===== src/rtl/cgra_cfg_loader.sv =====
// Streams NF config frames onto cfg_data with one-hot strobes, optional clear first; accept-to-strobe T_SETUP+1 cycles.
// s_ready_o only in WAIT, so the source is stalled for the whole setup/strobe/hold window of each frame.
module cgra_cfg_loader #(
    parameter int FW      = 32,
    parameter int NF      = 2,
    parameter int T_SETUP = 1,
    parameter int T_STRB  = 1,
    parameter int T_HOLD  = 1,
    parameter int T_CLR   = 2,
    parameter int IW      = $clog2(NF + 1)
) (
    input  logic          clk_i,
    input  logic          rst_i,
    input  logic          start_i,
    input  logic          abort_i,
    input  logic [FW-1:0] s_data_i,
    input  logic          s_valid_i,
    output logic          s_ready_o,
    output logic [FW-1:0] cfg_data_o,
    output logic [NF-1:0] cfg_strb_o,
    output logic          cfg_clr_o,
    output logic          busy_o,
    output logic          done_o,
    output logic [IW-1:0] frame_idx_o
);

    localparam int TM01 = (T_SETUP > T_STRB) ? T_SETUP : T_STRB;
    localparam int TM23 = (T_HOLD > T_CLR) ? T_HOLD : T_CLR;
    localparam int TMAX = (TM01 > TM23) ? TM01 : TM23;
    localparam int CW   = (TMAX > 1) ? $clog2(TMAX) : 1;

    // Counter holds remaining cycles minus one, so zero means "last cycle of this state".
    localparam logic [CW-1:0] LD_SETUP = CW'(T_SETUP - 1);
    localparam logic [CW-1:0] LD_STRB  = CW'(T_STRB - 1);
    localparam logic [CW-1:0] LD_HOLD  = CW'(T_HOLD - 1);
    localparam logic [CW-1:0] LD_CLR   = CW'((T_CLR > 0) ? T_CLR - 1 : 0);

    typedef enum logic [2:0] {
        S_IDLE, S_CLEAR, S_WAIT, S_SETUP, S_STROBE, S_HOLD, S_DONE
    } state_t;

    state_t        state_q, state_d;
    logic [CW-1:0] cnt_q, cnt_d;
    logic [FW-1:0] data_q, data_d;
    logic [IW-1:0] idx_q, idx_d;
    logic          last;

    always_ff @(posedge clk_i) begin
        if (rst_i) begin
            state_q <= S_IDLE;
            cnt_q   <= '0;
            data_q  <= '0;
            idx_q   <= '0;
        end else begin
            state_q <= state_d;
            cnt_q   <= cnt_d;
            data_q  <= data_d;
            idx_q   <= idx_d;
        end
    end

    always_comb begin
        state_d = state_q;
        cnt_d   = (cnt_q != '0) ? cnt_q - CW'(1) : cnt_q;
        data_d  = data_q;
        idx_d   = idx_q;
        last    = (cnt_q == '0);
        case (state_q)
            S_IDLE: begin
                if (start_i) begin
                    idx_d   = '0;
                    state_d = (T_CLR > 0) ? S_CLEAR : S_WAIT;
                end
            end
            S_CLEAR:  if (last) state_d = S_WAIT;
            S_WAIT: begin
                if (s_valid_i) begin
                    data_d  = s_data_i;
                    state_d = S_SETUP;
                end
            end
            S_SETUP:  if (last) state_d = S_STROBE;
            S_STROBE: if (last) state_d = S_HOLD;
            S_HOLD: begin
                if (last) begin
                    idx_d   = idx_q + IW'(1);
                    state_d = (idx_q == IW'(NF - 1)) ? S_DONE : S_WAIT;
                end
            end
            S_DONE:   state_d = S_IDLE;
            default:  state_d = S_IDLE;
        endcase
        // Abort beats a same-cycle word accept or frame advance.
        if (abort_i && state_q != S_IDLE) begin
            state_d = S_IDLE;
            data_d  = data_q;
            idx_d   = idx_q;
        end
        if (state_d != state_q) begin
            case (state_d)
                S_CLEAR:  cnt_d = LD_CLR;
                S_SETUP:  cnt_d = LD_SETUP;
                S_STROBE: cnt_d = LD_STRB;
                S_HOLD:   cnt_d = LD_HOLD;
                default:  cnt_d = '0;
            endcase
        end
    end

    always_comb begin
        s_ready_o   = (state_q == S_WAIT);
        cfg_clr_o   = (state_q == S_CLEAR);
        busy_o      = (state_q != S_IDLE);
        done_o      = (state_q == S_DONE);
        cfg_data_o  = data_q;
        frame_idx_o = idx_q;
        cfg_strb_o  = '0;
        for (int i = 0; i < NF; i++) begin
            cfg_strb_o[i] = (state_q == S_STROBE) && (idx_q == IW'(i));
        end
    end

endmodule


===== config.mk =====
export PLATFORM = sky130hd
export DESIGN_NAME = cgra_cfg_loader
export DESIGN_NICKNAME = d
export VERILOG_FILES = /design/src/rtl/cgra_cfg_loader.sv
export SDC_FILE = /design/constraint.sdc
export NUM_CORES = 1
export LEC_CHECK = 0
export BUFFER_PORTS_ARGS = -buffer_cell sky130_fd_sc_hd__buf_4
export CAP_MARGIN = 20
export CORE_MARGIN = 2
export CORE_UTILIZATION = 49
export CTS_CLUSTER_SIZE = 12
export DETAILED_ROUTE_END_ITERATION = 12
export GPL_TIMING_DRIVEN = 0
export PLACE_DENSITY = 0.85
export SLEW_MARGIN = 40
export SYNTH_ARGS = -nofsm -noshare
export SYNTH_HDL_FRONTEND = slang
export SYNTH_SLANG_ARGS = --single-unit

===== constraint.sdc =====
create_clock -name clk_i -period 3 [get_ports clk_i]
set_input_delay 0.15 -clock clk_i [delete_from_list [all_inputs] [get_ports clk_i]]
set_output_delay 0.15 -clock clk_i [all_outputs]
set_load 0.1 [all_outputs]

==> impl_results.md <==
* Status: complete, no violations
* Final cell count without fillers at ~330
* CORE AREA at 0.00328 mm2
* Worst setup SP type: register
* Dpl ws at roughly 1.6 ns
* Top-count cell post-synth: dfxtp_1
* Routed WL at roughly 4200 um
* Leakage at approximately 1 nW
* Busiest grt layer: met2
* Maximum operating frequency at between 500 and 600 MHz
* Simple-Gate Fraction of Synth Area at 0.198
* Adder-cell area share of the yosys netlist at 0.0151
* Final Slew Violations at 0
* Worst EP arrival at around 1.7 ns
* IO Port Bufs at 76
* R2R Setup Slk at about 1.6 ns
* CP startpoint: state_q[0]$_SDFF_PP0_
* GRT Residual Overflow at 0
* Mean Syn Cell Area at between 8 and 9 um2
* Post-route ant nets at 0
* Worst r2r src: state_q[2]$_SDFF_PP0_
* Met3 global-route usage at 0.0797
* Mapped Cells at ~200
* GRT met2 Usage at 0.376
* Top cells by area, synth: dfxtp_1 (46%), a21oi_1 (10%), nand3_1 (10%)
* Post-Synth XOR/XNOR Area at 0
* Vias per inst at ~5.2
* Hold Violations, Final at 0
* Vias in the first global route at 1587
* Final Cycle Share at 0.604
* Fin Clk Skew at 0.00462 ns
* Most common flop cell mapped by yosys: dfxtp_1
* Global-route wire length before repair at roughly 7100 um
* N_diodes at 0
* Critical R2R Capture: frame_idx_o[0]$_SDFFE_PP0P_
* DR pass1 iterations at 4
* Final HPWL DP at 3050 um
* Complex-gate fraction of the synthesized area at 0.224
* Unrepaired setup endpoints after global routing: no
* Setup crit end kind: output port
* Routed len/inst at ~13 um
* Critical-path maximum fanout at 10
* Iter 0 DRT Violations at 93
* Synth-to-layout area growth at 42.6%
* Worst Setup Slack, final at about 1.2 ns
* Synth top cells by count: dfxtp_1 (38), a21oi_1 (33), nand3_1 (33), o21ai_1 (33)
* Seq/Total Area, Yosys at 0.459
* TritonCTS buffer count at 5
* Worst min path class: in2reg
* Fin nets at 320
* Slew @ Worst Pin at 0.448 ns
* Worst VDD drop at roughly 0.31 mV
* CP Class: reg2out
* Die Y at between 60 and 70 um
* Yosys warning count at 0
* CTS tree: built
* Multiplexer share of the synthesized area at 0.0189
* Die area at approximately 0.0039 mm2
* # rows at 21
* Max Cap Viol at 0
* Synthesized area at roughly 0.0017 mm2
* Placed insts at about 320
* Distinct cell type count after synthesis at 31
* Pwr per Cell Area at 415 mW/mm2
* Period minus WS final at around 1.8 ns
* Worst Hold End: cnt_q$_SDFF_PP0_
* Gates resized, CTS repair at 0
* Chip width at between 60 and 70 um
* R2R depth at 4
* Hold Crit Depth at 2
* Seq cells post-synth at 38
* DRC Markers at 0
* CTS H-tree depth at 2
* Gr usage total at 0.227
* Clk_lat worst skew at 0.34 ns
* DR vias at roughly 1700
* Worst Hold Launch: start_i
* Yosys top cell area share at 0.459
* # setup viols final at 0
* Asr flop ratio synth at 0
* Number of flops mapped to enable cells by yosys at 0
* Met1 Use GR at 0.275
* Mapped Nets at ~240
* Routability congestion estimate at about 0.79
* Fin util at 0.720
* Initial antenna violation count at 0
* Cell taking the most area after synthesis: dfxtp_1
* Clock transition at the registers of the reported paths at approximately 0.11 ns
* Initial Utilization at 0.505
* Layout cells sized above 1 at 0.355
* Clock Sinks at 38
* Root Buffer: clkbuf_4
* Main combinational cell family by area after synthesis: compound AO/OA/AOI/OAI gates
* # IOs at 77
* Worst Path Required at between 2 and 3 ns
* TNS Setup at 0 ns
* Max_slew headroom at 0.702
* Pin count of the biggest net entering global routing at 13
* Clock buffer depth at 2
## how the worst max path moves through the flow
| stage | end | cells after the start |
|---|---|---|
| after global routing | cfg_clr_o | 3 |
| after detailed placement | s_ready_o | 4 |
| after CTS | s_ready_o | 4 |
| final | s_ready_o | 4 |
| after global placement | s_ready_o | 4 |
| after floorplan | done_o | 2 |
## worst max-delay path: stages (launching register included)
cell	delay [ns]
dfxtp_1	0.36
or3b_4	0.43
clkinv_4	0.09
buf_6	0.14
buf_4	0.29
## repair_timing
action	4_1_cts	5_1_grt
hold buffers	0	1
setup buffers	0	0
endpoints found under the setup margin	0	0
endpoints found under the hold margin	0	1
## through the flow
stage | hold WS (ns) | instance area, um2 | power [mW]
finish | 0.0289 | 2370 | 0.983
global route | 0.0373 | 2370 | 1.02
CTS | 0.00260 | 2360 | 0.988
detailed placement | 0.378 | 2290 | 0.710
global placement | 0.371 | 2290 | 0.709
floorplan | 0.227 | 1660 | 0.645
## state kept, by name, summed over array words and instances, names as in the netlist
name	cells
cnt_q	1
state_q	3
cfg_data_o	32
frame_idx_o	2
## cell usage in the layout (no fill, tap or decap), types with 5 or more instances in the layout
cell / Yosys / layout
o21ai_1: 33 / 33
dfxtp_1: 38 / 38
clkbuf_1: 7 / 7
a21oi_1: 33 / 33
buf_4: 0 / 76
nand2b_1: 6 / 6
buf_2: 7 / 7
clkbuf_4: 0 / 5
nand3_1: 33 / 33
## power breakdown
group / switching, mW / internal [mW]
sequential: 0.00437 / 0.511
combinational: 0.117 / 0.0669
clock: 0.170 / 0.113
## logic make-up (layout without fill, tap and decap cells)
kind of cell               Yosys count  after routing
AOI/OAI and AO/OA                   71             71
and+or+nand+nor                     57             57
DFF                                 38             38
buffers and inverters               26            111
muxes                                3              3
adders and majority gates            2              2
## area by class of cell
class	count	area (um2)
Multi-Input combinational cell	133	762
Tap cell	46	57.6
Fill cell	277	918
Clock buffer	6	51.3
Sequential cell	38	761
Timing Repair Buffer	77	581
Buffer	20	114
Inverter	6	27.5
Clock inverter	2	12.5
## routing by layer
metal	vias to the layer above	wire, um
met5	-	0
met4	0	65
met3	7	306
met2	65	1970
met1	765	1820
li1	867	-
Note: power is estimated with default switching activity, not from simulation.
